$ cat config.mk
export PLATFORM = sky130hd
export DESIGN_NAME = ram_8bits
export DESIGN_NICKNAME = d
export VERILOG_FILES = /design/src/rtl/ram_8bits_pkg.sv /design/src/rtl/ram_8bits.sv
export SDC_FILE = /design/constraint.sdc
export NUM_CORES = 1
export LEC_CHECK = 0
export ABC_AREA = 1
export BUFFER_PORTS_ARGS = -buffer_cell sky130_fd_sc_hd__buf_4
export CORE_MARGIN = 3
export CORE_UTILIZATION = 54
export DETAILED_ROUTE_END_ITERATION = 10
export GPL_TIMING_DRIVEN = 0
export PLACE_DENSITY = 0.7
export SETUP_SLACK_MARGIN = 0.5
export SLEW_MARGIN = 40
export SYNTH_ARGS = -nofsm -noshare
export SYNTH_HDL_FRONTEND = slang
export SYNTH_SLANG_ARGS = --single-unit
export TNS_END_PERCENT = 50
$ cat constraint.sdc
create_clock -name clk -period 2.5 [get_ports clk]
set_input_delay 0.5 -clock clk [delete_from_list [all_inputs] [get_ports clk]]
set_output_delay 0.5 -clock clk [all_outputs]
set_load 0.02 [all_outputs]
$ cat src/rtl/ram_8bits_pkg.sv
// Shared parameters, word type and test-image generator for ram_8bits.
package ram_8bits_pkg;

  localparam int unsigned WIDTH  = 8;
  localparam int unsigned DEPTH  = 32;
  localparam int unsigned ADDR_W = 8;

  typedef logic [WIDTH-1:0] word_t;

  // Preload pattern: word index in the upper five bits, fixed 3'b101 tag below.
  function automatic word_t test_image(input logic [4:0] i);
    return {i, 3'b101};
  endfunction

endpackage

$ cat src/rtl/ram_8bits.sv
// ram_8bits: 32 x 8 synchronous RAM with registered read-first output and a
// single-edge test-image preload.
// Ports:
//   clk          - clock, all state changes on rising edge
//   rst_n        - asynchronous active-low reset (clears array and output)
//   address_i    - word address; only addresses below DEPTH are implemented
//   we_i         - write enable, active-high
//   data_i       - write data
//   test_start_i - preload request; overrides we_i and holds data_o
//   data_o       - registered read data
module ram_8bits
  import ram_8bits_pkg::*;
#(
  parameter int unsigned WIDTH  = ram_8bits_pkg::WIDTH,
  parameter int unsigned DEPTH  = ram_8bits_pkg::DEPTH,
  parameter int unsigned ADDR_W = ram_8bits_pkg::ADDR_W
) (
  input  logic              clk,
  input  logic              rst_n,
  input  logic [ADDR_W-1:0] address_i,
  input  logic              we_i,
  input  logic [WIDTH-1:0]  data_i,
  input  logic              test_start_i,
  output logic [WIDTH-1:0]  data_o
);

  localparam int unsigned IDX_W = $clog2(DEPTH);

  logic [WIDTH-1:0] mem_q [DEPTH];
  logic [WIDTH-1:0] mem_d [DEPTH];
  logic [WIDTH-1:0] rdata_q;
  logic [WIDTH-1:0] rdata_d;
  logic             in_range_c;
  logic [IDX_W-1:0] idx_c;

  // Range check against the implemented depth; upper address bits matter here.
  assign in_range_c = (address_i < ADDR_W'(DEPTH));
  assign idx_c      = address_i[IDX_W-1:0];

  // Next-state: preload > write (read-first) > plain read.
  always_comb begin
    mem_d   = mem_q;
    rdata_d = rdata_q;
    if (test_start_i) begin
      for (int i = 0; i < int'(DEPTH); i++) begin
        mem_d[i] = WIDTH'(test_image(5'(i)));
      end
    end else begin
      rdata_d = in_range_c ? mem_q[idx_c] : '0;
      if (we_i && in_range_c) begin
        mem_d[idx_c] = data_i;
      end
    end
  end

  // Array and output register share one async-reset process.
  always_ff @(posedge clk or negedge rst_n) begin
    if (!rst_n) begin
      for (int i = 0; i < int'(DEPTH); i++) begin
        mem_q[i] <= '0;
      end
      rdata_q <= '0;
    end else begin
      mem_q   <= mem_d;
      rdata_q <= rdata_d;
    end
  end

  assign data_o = rdata_q;

endmodule

==> impl_metrics.toml <==
[run_status]
status = "finished, final reports clean"

[timing]
hold_viol = 0
period_share_pct = 80.93
setup_viol = 0
maxSlewViolCount = 0
slew_headroom_pct = 38.91
whs_ps = 261.6
clock_skew_ps = 28.03
tns_ps = 0
finalCriticalPeriod_ps = 2023
rsz0062_at_grt = "yes"
worstMarginPinSlew_ps = 916.4
max_freq_mhz = 494.3

[grt]
grt_max_degree = 71
grt_overflow = 0
antenna_found_initial = 0
grt_pass1_wl_um = 63000
grt_usage_pct = 33.08
grt_pass1_vias = 10900

[clock_network]
numCtsBuffers = 30
htreeDepth = 1
cts.sinks = 264
clkLatencyLatePin_ps = 570
clock_path_buffers = 3
cts-root-buf = "clkbuf_16"
postCtsSetupBuffers = 0
cts.clk_slew.worst_paths_ps = 60
cts_tree = "yes"

[worst_setup_path]
critPathKind = "input pin to register"
crit_path_max_incr_delay_ps = 610
path_cells = "clkbuf_1 > inv_1 > buf_2 > nand2_1 > clkbuf_1 > o21ai_0"
cpMostUsedCell = "clkbuf_1"
required_ps = 2910
crit_buf_inv = 4
crit_slowest_cell = "clkbuf_1"
cp-start-kind = "input pin"
cp_max_fo = 10
cp_top_family = "buffers and inverters"
cp.arrival_ps = 2430
endpoint_kind = "register"

[floorplan]
initial_core_util_pct = 55.24
die_y_um = 158.7
core_area_sq_um = 22780
num_rows = 55
num_io_pins = 28
die_area_sq_um = 25170
dieWidth_um = 158.7

[synthesis]
yosys_warnings = 0
ys_types = 19
synth_area_sq_um = 12580
syn_avg_cell_area_sq_um = 7.424
seq_area_frac_synth_pct = 52.50
syn-num-nets = 1715
synth_seq_cells = 264
syn_inst = 1695

[cells_and_area]
areaGrowthSynthToFinish_pct = 13.50
finish.utilization_pct = 62.70
final_nets = 1778
final_common_cell = "nand2_1"
final_cell_mix = "nand2_1, dfrtp_1, nor2_1"
antennaDiodeCount = 0
drive_gt1_share_pct = 7.753

[power_and_ir_drop]
combPwrFrac_pct = 11.0
power.total_w = 0.009946
netSwitchingPower_w = 0.002659
ir_drop_uv = 613.6
p_seq_share_pct = 46.0
swShare_pct = 26.74
p_int_w = 0.007286
clkPwrFrac_pct = 43.0
cellLeakagePower_nw = 7.010
power_density_nw_per_um2 = 696.3

[placed_design]
dpl.hpwl_um = 28760
gp_congestion = 0.9608
port_buffers = 26

[drt]
final_antenna_net_count = 0
vias = 11720
avgViaCountPerCell = 5.600
drt_pass1_iterations = 6
totalWireLength_um = 41090
drc_errors = 0
wl_per_cell_um = 19.63
initialDrtViolationCount = 1439

[flow_run]
maxCapViolCount = 0

[hold_path]
hold_path_class = "input pin to register"
==> kinds of logic (layout without fill, tap and decap cells) <==
| group | after synthesis | count (layout) | share of synthesized area (%) |
|---|---|---|---|
| compound gates | 280 | 280 | 11.30 |
| buf+inv | 144 | 229 | 4.783 |
| simple gates | 1007 | 1007 | 31.42 |
| flops | 264 | 264 | 52.50 |
==> tightest hold or removal path: stages <==
cell and delay (ps):
buf_4 90, nor4_2 70, nand2_1 70, nand2_1 40
==> power groups by stage <==
stage	clock, W	combinational (W)	sequential [W]
finish	0.00427	0.00110	0.00457
global route	0.00452	0.00121	0.00459
CTS	0.00432	0.00108	0.00457
detailed placement	0	0.00107	0.00465
global placement	0	0.00103	0.00464
floorplan	0	0.000616	0.00463
==> final cells by class <==
| type | instances | area (sq um) |
|---|---|---|
| repair buffers | 31 | 322.8 |
| fillers | 2072 | 8496 |
| plain buffers | 101 | 454.2 |
| clock inverters | 7 | 75.07 |
| well taps | 313 | 391.6 |
| inverters | 43 | 161.4 |
| flip-flops and latches | 264 | 6606 |
| clock buffers | 47 | 884.6 |
| multi-input cells | 1287 | 5386 |
==> cell usage after synthesis, drive strengths merged <==
cell type / count / share of area (%)
nand3: 84 / 3.4
nor2: 154 / 4.6
nor4: 1 / 0.050
o21ai: 137 / 5.4
dfrtp: 264 / 53
a21oi: 127 / 5.1
nor3: 7 / 0.46
nand4: 5 / 0.25
buf: 51 / 2.0
o22ai: 16 / 0.80
clkbuf: 50 / 1.5
nand2: 756 / 23
inv: 43 / 1.3
==> sequential cells by signal, summed over array words and instances, names as in the netlist <==
name and count:
data_o 8, mem_q 256
==> through the flow <==
stage	instance area, sq um	instances	worst slack [ps]
2_1_floorplan	12580	1695	775.2
3_3_place_gp	13170	2034	-1321
3_5_place_dp	13300	2038	-354.1
4_1_cts	14270	2093	516.5
5_1_grt	14280	2093	456.0
6_report	14280	2093	476.8
==> worst paths after layout <==
check	slack [ps]	endpoint	cells past startpoint	from
max in group asynchronous	1240	mem_q[30]	4	rst_n
min in group asynchronous	360	mem_q[234]	2	rst_n
max	480	mem_q[125]	6	test_start_i
max reg2reg	1160	data_o[5]	10	mem_q[93]
min reg2reg	480	data_o[6]	2	data_o[6]
min	260	data_o[4]	4	address_i[5]
==> repair_timing <==
item / 4_1_cts / 5_1_grt
hold buffers: 1 / 0
hold endpoints to repair: 13 / 0
gates cloned: 0 / 0
resized for setup: 3 / 13
endpoints found under the setup margin: 20 / 69
pin swaps: 0 / 0
==> layer usage <==
layer	up-vias	track usage (%)	part of all wire [%]
met4	0	11.84	4.1
li1	5532	-	-
met2	563	49.51	43
met3	102	5.110	9.0
met1	5524	49.15	44
met5	-	0	0
(Power assumes the default switching activity.)
